**config.mk**
```make
export PLATFORM = sky130hd
export DESIGN_NAME = dense_result_tx
export DESIGN_NICKNAME = d
export VERILOG_FILES = /design/src/rtl/dense_result_tx.sv
export SDC_FILE = /design/constraint.sdc
export NUM_CORES = 1
export LEC_CHECK = 0
export BUFFER_PORTS_ARGS = -buffer_cell sky130_fd_sc_hd__buf_2
export CORE_ASPECT_RATIO = 1.25
export CORE_MARGIN = 10
export CORE_UTILIZATION = 25
export CTS_BUF_LIST = sky130_fd_sc_hd__clkbuf_2 sky130_fd_sc_hd__clkbuf_4 sky130_fd_sc_hd__clkbuf_8
export DETAILED_ROUTE_END_ITERATION = 8
export PLACE_DENSITY = 0.52
export SLEW_MARGIN = 0
export SYNTH_ARGS = -nofsm -noshare
export SYNTH_HDL_FRONTEND = slang
export SYNTH_SLANG_ARGS = --single-unit
```
**constraint.sdc**
```tcl
create_clock -name clk -period 5.7 [get_ports clk]
set_clock_uncertainty 0.1 [all_clocks]
set_input_delay 1.14 -clock clk [delete_from_list [all_inputs] [get_ports clk]]
set_output_delay 1.14 -clock clk [all_outputs]
set_load 0.05 [all_outputs]
```
**src/rtl/dense_result_tx.sv**
```systemverilog
// Arg-max and frame serialiser for one dense-layer result word.
// Emits HDR, class, logits as a byte stream. Results arriving while busy are dropped and counted.
module dense_result_tx #(
  parameter int unsigned NUM_CLASSES = 7,
  parameter int unsigned DATA_W      = 8,
  parameter logic [7:0]  HDR_BYTE    = 8'hA5
) (
  input  logic                          clk,
  input  logic                          reset,
  input  logic [NUM_CLASSES*DATA_W-1:0] dense_out,
  input  logic                          dense_valid,
  output logic                          busy_o,
  output logic [2:0]                    class_o,
  output logic                          class_valid_o,
  output logic [7:0]                    tx_data_o,
  output logic                          tx_valid_o,
  input  logic                          tx_ready_i,
  output logic [7:0]                    drop_cnt_o
);

  localparam int unsigned IdxW     = 3;
  localparam int unsigned FrameLen = NUM_CLASSES + 2;
  localparam int unsigned ByteIdxW = $clog2(FrameLen);
  localparam logic [IdxW-1:0]     LastScan = IdxW'(NUM_CLASSES - 1);
  localparam logic [ByteIdxW-1:0] LastByte = ByteIdxW'(FrameLen - 1);

  typedef enum logic [1:0] {StIdle, StScan, StSend} state_e;

  state_e                          state_q, state_d;
  logic [NUM_CLASSES*DATA_W-1:0]   logits_q, logits_d;
  logic [DATA_W-1:0]               best_val_q, best_val_d;
  logic [IdxW-1:0]                 best_idx_q, best_idx_d;
  logic [IdxW-1:0]                 scan_idx_q, scan_idx_d;
  logic [ByteIdxW-1:0]             byte_idx_q, byte_idx_d;
  logic [IdxW-1:0]                 class_q, class_d;
  logic                            class_valid_q, class_valid_d;
  logic [7:0]                      tx_data_q, tx_data_d;
  logic                            tx_valid_q, tx_valid_d;
  logic [7:0]                      drop_cnt_q, drop_cnt_d;
  logic [DATA_W-1:0]               scan_val;
  logic                            scan_gt;

  function automatic logic [DATA_W-1:0] logit_at(input logic [NUM_CLASSES*DATA_W-1:0] v,
                                                 input logic [IdxW-1:0] i);
    logit_at = '0;
    for (int k = 0; k < NUM_CLASSES; k++) begin
      if (i == IdxW'(k)) logit_at = v[k*DATA_W +: DATA_W];
    end
  endfunction

  function automatic logic [7:0] frame_byte(input logic [ByteIdxW-1:0] idx,
                                            input logic [IdxW-1:0] cls,
                                            input logic [NUM_CLASSES*DATA_W-1:0] v);
    frame_byte = 8'h00;
    if (idx == '0) frame_byte = HDR_BYTE;
    if (idx == ByteIdxW'(1)) frame_byte = {5'b0, cls};
    for (int k = 0; k < NUM_CLASSES; k++) begin
      if (idx == ByteIdxW'(k + 2)) frame_byte = 8'(v[k*DATA_W +: DATA_W]);
    end
  endfunction

  always_ff @(posedge clk) begin
    if (reset) state_q <= StIdle;
    else       state_q <= state_d;
  end

  always_comb begin
    state_d = state_q;
    unique case (state_q)
      StIdle:  if (dense_valid) state_d = StScan;
      StScan:  if (scan_idx_q == LastScan) state_d = StSend;
      StSend:  if (tx_ready_i && byte_idx_q == LastByte) state_d = StIdle;
      default: state_d = StIdle;
    endcase
  end

  assign scan_val = logit_at(logits_q, scan_idx_q);
  // Strictly greater keeps the lowest index on ties.
  assign scan_gt  = $signed(scan_val) > $signed(best_val_q);

  always_comb begin
    logits_d      = logits_q;
    best_val_d    = best_val_q;
    best_idx_d    = best_idx_q;
    scan_idx_d    = scan_idx_q;
    byte_idx_d    = byte_idx_q;
    class_d       = class_q;
    class_valid_d = 1'b0;
    tx_data_d     = tx_data_q;
    tx_valid_d    = tx_valid_q;
    drop_cnt_d    = drop_cnt_q;
    unique case (state_q)
      StIdle: begin
        if (dense_valid) begin
          logits_d   = dense_out;
          best_val_d = dense_out[DATA_W-1:0];
          best_idx_d = '0;
          scan_idx_d = IdxW'(1);
        end
      end
      StScan: begin
        if (scan_gt) begin
          best_val_d = scan_val;
          best_idx_d = scan_idx_q;
        end
        scan_idx_d = scan_idx_q + 1'b1;
        if (scan_idx_q == LastScan) begin
          class_d       = scan_gt ? scan_idx_q : best_idx_q;
          class_valid_d = 1'b1;
          byte_idx_d    = '0;
          tx_data_d     = HDR_BYTE;
          tx_valid_d    = 1'b1;
        end
      end
      StSend: begin
        if (tx_ready_i) begin
          if (byte_idx_q == LastByte) begin
            tx_valid_d = 1'b0;
          end else begin
            byte_idx_d = byte_idx_q + 1'b1;
            tx_data_d  = frame_byte(byte_idx_q + 1'b1, class_q, logits_q);
          end
        end
      end
      default: ;
    endcase
    if (dense_valid && state_q != StIdle && drop_cnt_q != 8'hFF) begin
      drop_cnt_d = drop_cnt_q + 8'd1;
    end
  end

  always_ff @(posedge clk) begin
    if (reset) begin
      logits_q      <= '0;
      best_val_q    <= '0;
      best_idx_q    <= '0;
      scan_idx_q    <= '0;
      byte_idx_q    <= '0;
      class_q       <= '0;
      class_valid_q <= 1'b0;
      tx_data_q     <= 8'h00;
      tx_valid_q    <= 1'b0;
      drop_cnt_q    <= 8'h00;
    end else begin
      logits_q      <= logits_d;
      best_val_q    <= best_val_d;
      best_idx_q    <= best_idx_d;
      scan_idx_q    <= scan_idx_d;
      byte_idx_q    <= byte_idx_d;
      class_q       <= class_d;
      class_valid_q <= class_valid_d;
      tx_data_q     <= tx_data_d;
      tx_valid_q    <= tx_valid_d;
      drop_cnt_q    <= drop_cnt_d;
    end
  end

  always_comb begin
    busy_o        = (state_q != StIdle);
    class_o       = class_q;
    class_valid_o = class_valid_q;
    tx_data_o     = tx_data_q;
    tx_valid_o    = tx_valid_q;
    drop_cnt_o    = drop_cnt_q;
  end

endmodule

```
After elaboration in Yosys (flattened, before gate mapping)

Index checks and enable logic that the tools add are counted.

Word-level logic and storage cells: 99
Register bits after elaboration: 97
Bits of input ports: 60
Output and inout bits: 22

Mux-type cells: 41
Bitwise gates (word level): 1
$add $sub $neg: 3
$lt $le $gt $ge: 1
Equality and inequality tests: 25
Reduce and logical (&&, ||, !) cells: 17

Operator list:

| operator                                             | number |
|---|---|
| 2-to-1 mux 8 bit                                     | 21 |
| case mux 8 bit (2 select lines)                      | 2 |
| equality test 4 x 3 -> 1 bit (second input constant) | 4 |
| != test 2 bit (second input constant)                | 7 |
| 2-to-1 mux 4 bit                                     | 3 |
| case mux 3 bit (2 select lines)                      | 2 |
| equality test 3 bit (second input constant)          | 3 |
| 2-to-1 mux 3 bit                                     | 3 |
| adder 8 x 1 -> 8 bit (second input constant)         | 1 |
| equality test 4 x 2 -> 1 bit (second input constant) | 2 |
| equality test 4 bit (second input constant)          | 2 |
| greater-than comparator 8 bit                        | 1 |
| != test 8 bit (second input constant)                | 1 |
| case mux 4 bit (2 select lines)                      | 1 |
| AND reduction 4 bit                                  | 2 |
| equality test 3 x 2 -> 1 bit (second input constant) | 2 |
| 2-to-1 mux 2 bit                                     | 3 |
| case mux 2 bit (3 select lines)                      | 1 |
| AND reduction 2 bit                                  | 3 |
| AND reduction 3 bit                                  | 2 |
| nonzero test 2 bit                                   | 3 |
| adder 4 x 1 -> 4 bit (second input constant)         | 1 |
| equality test 4 x 1 -> 1 bit (second input constant) | 1 |
| logical NOT 4 bit                                    | 1 |
| other kinds (11)                                     | 16 |

Depth between registers and ports, before layout

Depth in word-level cells: 14
Depth in mapped cells: 17
Gate-level depth less buffers: 14

Worst setup path before layout

Ideal clock, no wire load.

Path kind: register to register
Start: register scan_idx_q[2]
End: register class_q[0] (netlist: class_o[0])
Data required time: 5468 ps
Path buffers: 2
Arrival time: 3009 ps
Stages on the path, launching flop included: 15
Setup time: 132 ps
Clock period less this slack: 3241 ps
Path slack: 2459 ps
Path through: dfxtp_1 > inv_1 > ha_1 > or2_1 > clkbuf_1 > a221oi_1 > a221oi_2 > o21ai_0 > ha_1 > a2111oi_2 > a211oi_2 > a31oi_4 > buf_6 > mux2i_1 > a21oi_1

Longest elaborated chain between the ends: 10
Elaborated cells between the ends (all ways): 17
Classes of those cells: 1 x order compare; 6 x eq/ne; 8 x mux; 2 x reduce/logical

Ends and longest elaborated chain:

| item                          | RTL line | RTL |
|---|---|---|
| from (decl)                   | 33       | `logic [IdxW-1:0] scan_idx_q, scan_idx_d;` |
| from (signal assigned)        | 148      | `scan_idx_q <= scan_idx_d;` |
| logical NOT 3 bit             | 47       | `if (i == IdxW'(k)) logit_at = v[k*DATA_W +: DATA_W];` |
| 2-to-1 mux 8 bit (7 in a row) | 47       |  |
| greater-than comparator 8 bit | 79       | `assign scan_gt = $signed(scan_val) > $signed(best_val_q);` |
| 2-to-1 mux 3 bit              | -        |  |
| to (signal assigned)          | 150      | `class_q <= class_d;` |
| to (decl)                     | 35       | `logic [IdxW-1:0] class_q, class_d;` |

Several ways; a longest one is shown, not always the timed one.
A chain may end at the register's enable or synchronous reset.

Worst setup path after layout

Start: register scan_idx_q[2]
End: register best_val_q[1]

Longest elaborated chain between the ends: 11
Elaborated cells between the ends (all ways): 19
Classes of those cells: 1 x order compare; 7 x eq/ne; 9 x mux; 2 x reduce/logical

Ends and longest elaborated chain:

| item                                 | RTL line | RTL |
|---|---|---|
| logical NOT 3 bit                    | 47       |  |
| 2-to-1 mux 8 bit (6 in a row)        | 47       |  |
| 2-to-1 mux 8 bit *                   | 47       |  |
| greater-than comparator 8 bit        | 79       |  |
| != test 2 bit (no source line)       | -        |  |
| AND reduction 3 bit (no source line) | -        |  |
| to (signal assigned)                 | 146      | `best_val_q <= best_val_d;` |
| to (decl)                            | 31       | `logic [DATA_W-1:0] best_val_q, best_val_d;` |

Every way passes the cells marked *; elsewhere a longest branch is shown, timed or not. The select of a mux whose other input is x is not followed.

==> results.json <==
{
  "status": "finished, final reports clean",
  "clock_tree.buffer_depth": 2,
  "syn_inst": 735,
  "wl_per_cell_um": 18.2,
  "internal_power_mw": 1.01,
  "die_area_mm2": 0.0288,
  "ctsHoldBuffers": 0,
  "crit_family": "compound AO/OA/AOI/OAI gates",
  "critPathKind": "register to register",
  "routed_wl_um": 19400,
  "drv_slew": 0,
  "stdcell_area_mm2": 0.00629,
  "syn_nets": 813,
  "placed_area_mm2": 0.00611,
  "place_congestion": 0.934,
  "ys.warnings.count": 0,
  "layout_commonest_cell": "nand2_1",
  "ys_seq_area_frac": 0.347,
  "whs_ns": 0.362,
  "clockRootBuffer": "clkbuf_8",
  "grt_usage": 0.129,
  "cts.htree.levels": 3,
  "rsz0062_at_grt": "no",
  "first_global_vias": 5231,
  "path_max_fanout": 25,
  "cts_sinks": 97,
  "power.switching_uw": 484,
  "swShare": 0.323,
  "max_slew_margin": 0.364,
  "ctsResizeCount": 0,
  "crit_path_top_delay_cell": "dfxtp_1",
  "rrSetupSlack_ns": 1.62,
  "num-fill-cells": 2459,
  "clk_pin_slew_ns": 0.10,
  "syn_area_mm2": 0.00560,
  "crit_buf_inv": 1,
  "synth_edf_count": 0,
  "synth_ff_type": "dfxtp_1",
  "critPathLaunch": "scan_idx_q[2]",
  "combPwrFrac": 0.213,
  "synth_seq_cells": 97,
  "clock.fmax_ghz": 0.245,
  "detail_route.drc_violations": 0,
  "hpwl_um": 14800,
  "hold_viol_final": 0,
  "antenna_left": 0,
  "fp.dieH_um": 187,
  "fin_crit_ns": 4.08,
  "grt.overflow.total": 0,
  "fin_nets": 854,
  "drive_above_1_share": 0.175,
  "io_buffers": 81,
  "post_cts_buffers": 0,
  "hp-class": "register to register",
  "pwr-share-seq": 0.504,
  "clock_latency_ns": 0.38,
  "final_cell_mix": "nand2_1, dfxtp_1, a21oi_1",
  "async_flop_share": 0,
  "clkPwrFrac": 0.284,
  "boundaryPins": 82,
  "timing.final.crit_share": 0.715,
  "syn_area_per_cell_um2": 7.61,
  "final_util": 0.284,
  "grt_pass1_wl_um": 30100,
  "ys_types": 72,
  "cts_buffers": 9,
  "antenna_cells_inserted": 0,
  "critPathLaunchType": "register",
  "worstHoldStart": "logits_q[18]",
  "setup_violations": 0,
  "arrival_ns": 4.25,
  "synthToLayoutAreaGrowth_pct": 12.4,
  "grt_max_degree": 85,
  "final.setup.tns_ns": 0,
  "rows": 61,
  "dp.cells": 1048,
  "drtIter0Drc": 406,
  "p_per_area_mw_per_mm2": 238,
  "drv_cap": 0,
  "final_cells": 1064,
  "core_mm2": 0.0221,
  "vias_per_cell": 5.11,
  "die_w_um": 154,
  "critPathMaxStageDelay_ns": 0.65,
  "cp_cell_sequence": "inv_1 > ha_1 > or2_1 > a221oi_1 > a221oi_2 > o21ai_0 > ha_1 > a2111oi_2 > a211oi_2 > a31oi_4 > o211ai_1 > and3_1",
  "antenna_found_initial": 0,
  "cp-end-kind": "register",
  "num_vias": 5437,
  "p_leak_nw": 2.36,
  "critPathMostFrequentCell": "ha_1",
  "cts_tree": "built",
  "r2r_start": "scan_idx_q[2]",
  "tightest_slew_ns": 0.954,
  "dr.pass1.iters": 5,
  "cp.required_ns": 5.87,
  "initial_core_util": 0.253,
  "max-vdd-ir-drop_mv": 0.0934
}
-- metrics by stage --
step | setup slack [ns] | power [mW]
4_1_cts | 1.63 | 1.51
3_3_place_gp | 1.75 | 1.09
5_1_grt | 1.31 | 1.58
3_5_place_dp | 1.64 | 1.09
6_report | 1.62 | 1.50
2_1_floorplan | 2.46 | 1.01
-- flip-flops by register name, summed over array words and instances, names as in the netlist --
name and count:
logits_q 56, best_val_q 8, drop_cnt_o 8, tx_data_o 8, byte_idx_q 4, best_idx_q 3
class_o 3, scan_idx_q 3, state_q 2, class_valid_o 1, tx_valid_o 1
-- power by group through the flow --
stage / logic (mW) / registers [mW] / clock network (mW)
2_1_floorplan: 0.260 / 0.752 / 0
3_3_place_gp: 0.316 / 0.769 / 0
3_5_place_dp: 0.319 / 0.769 / 0
4_1_cts: 0.321 / 0.753 / 0.438
5_1_grt: 0.356 / 0.757 / 0.468
6_report: 0.318 / 0.754 / 0.424
-- Yosys cell counts (5+ instances only) --
master,count,area share
buf_1,6,0.0040
nor3_1,6,0.0054
o21ai_0,37,0.033
clkbuf_1,26,0.017
ha_1,18,0.040
a211o_1,7,0.011
o211ai_1,22,0.030
nand3b_1,8,0.011
buf_6,6,0.012
inv_1,30,0.020
nor2_1,34,0.023
o221ai_1,7,0.011
a22oi_1,6,0.0080
and3_1,12,0.013
a221oi_1,8,0.013
a21oi_1,96,0.086
nand2_1,179,0.12
nand3_1,14,0.013
buf_2,15,0.013
o22ai_1,5,0.0056
dfxtp_1,97,0.35
o2111ai_1,5,0.0078
a221oi_2,8,0.021
-- cell families after synthesis --
| family | synth area share |
|---|---|
| adders and majority gates | 0.0402 |
| and+or+nand+nor | 0.233 |
| muxes | 0.00715 |
| AOI/OAI and AO/OA | 0.294 |
| xor gates and xnor gates | 0.00626 |
| buffers and inverters | 0.0720 |
| DFF | 0.347 |
-- worst reg2reg max path: cells and delay by family (launching register included) --
| kind | cells | cell delay (ns) |
|---|---|---|
| flip-flops | 1 | 0.65 |
| AND/OR/NAND/NOR | 2 | 0.55 |
| buffers and inverters | 1 | 0.24 |
| adder cells (fa/ha/maj) | 2 | 0.62 |
| AO/OA/AOI/OAI | 7 | 1.81 |
-- worst paths after layout --
check / to / cells after the start
max: best_val_q[1] / 12
min reg2reg: logits_q[18] / 2
max reg2reg: best_val_q[1] / 12
min: logits_q[18] / 2
-- layer usage --
metal / wire length [um] / track usage / vias up
met5: 0 / 0 / -
met4: 663 / 0.0531 / 0
met1: 8550 / 0.160 / 2564
met2: 9270 / 0.212 / 164
met3: 899 / 0.0269 / 29
li1: - / - / 2680
-- cell type report --
cell class,count,area (um2),share of cell area
Clock buffer,12,146,0.0233
Clock inverter,4,28.8,0.00458
Inverter,30,113,0.0179
Multi-Input combinational cell,551,3260,0.518
Sequential cell,97,1940,0.309
Tap cell,283,354,0.0563
Timing Repair Buffer,87,450,0.0716
Note: power is estimated with default switching activity, not from simulation.
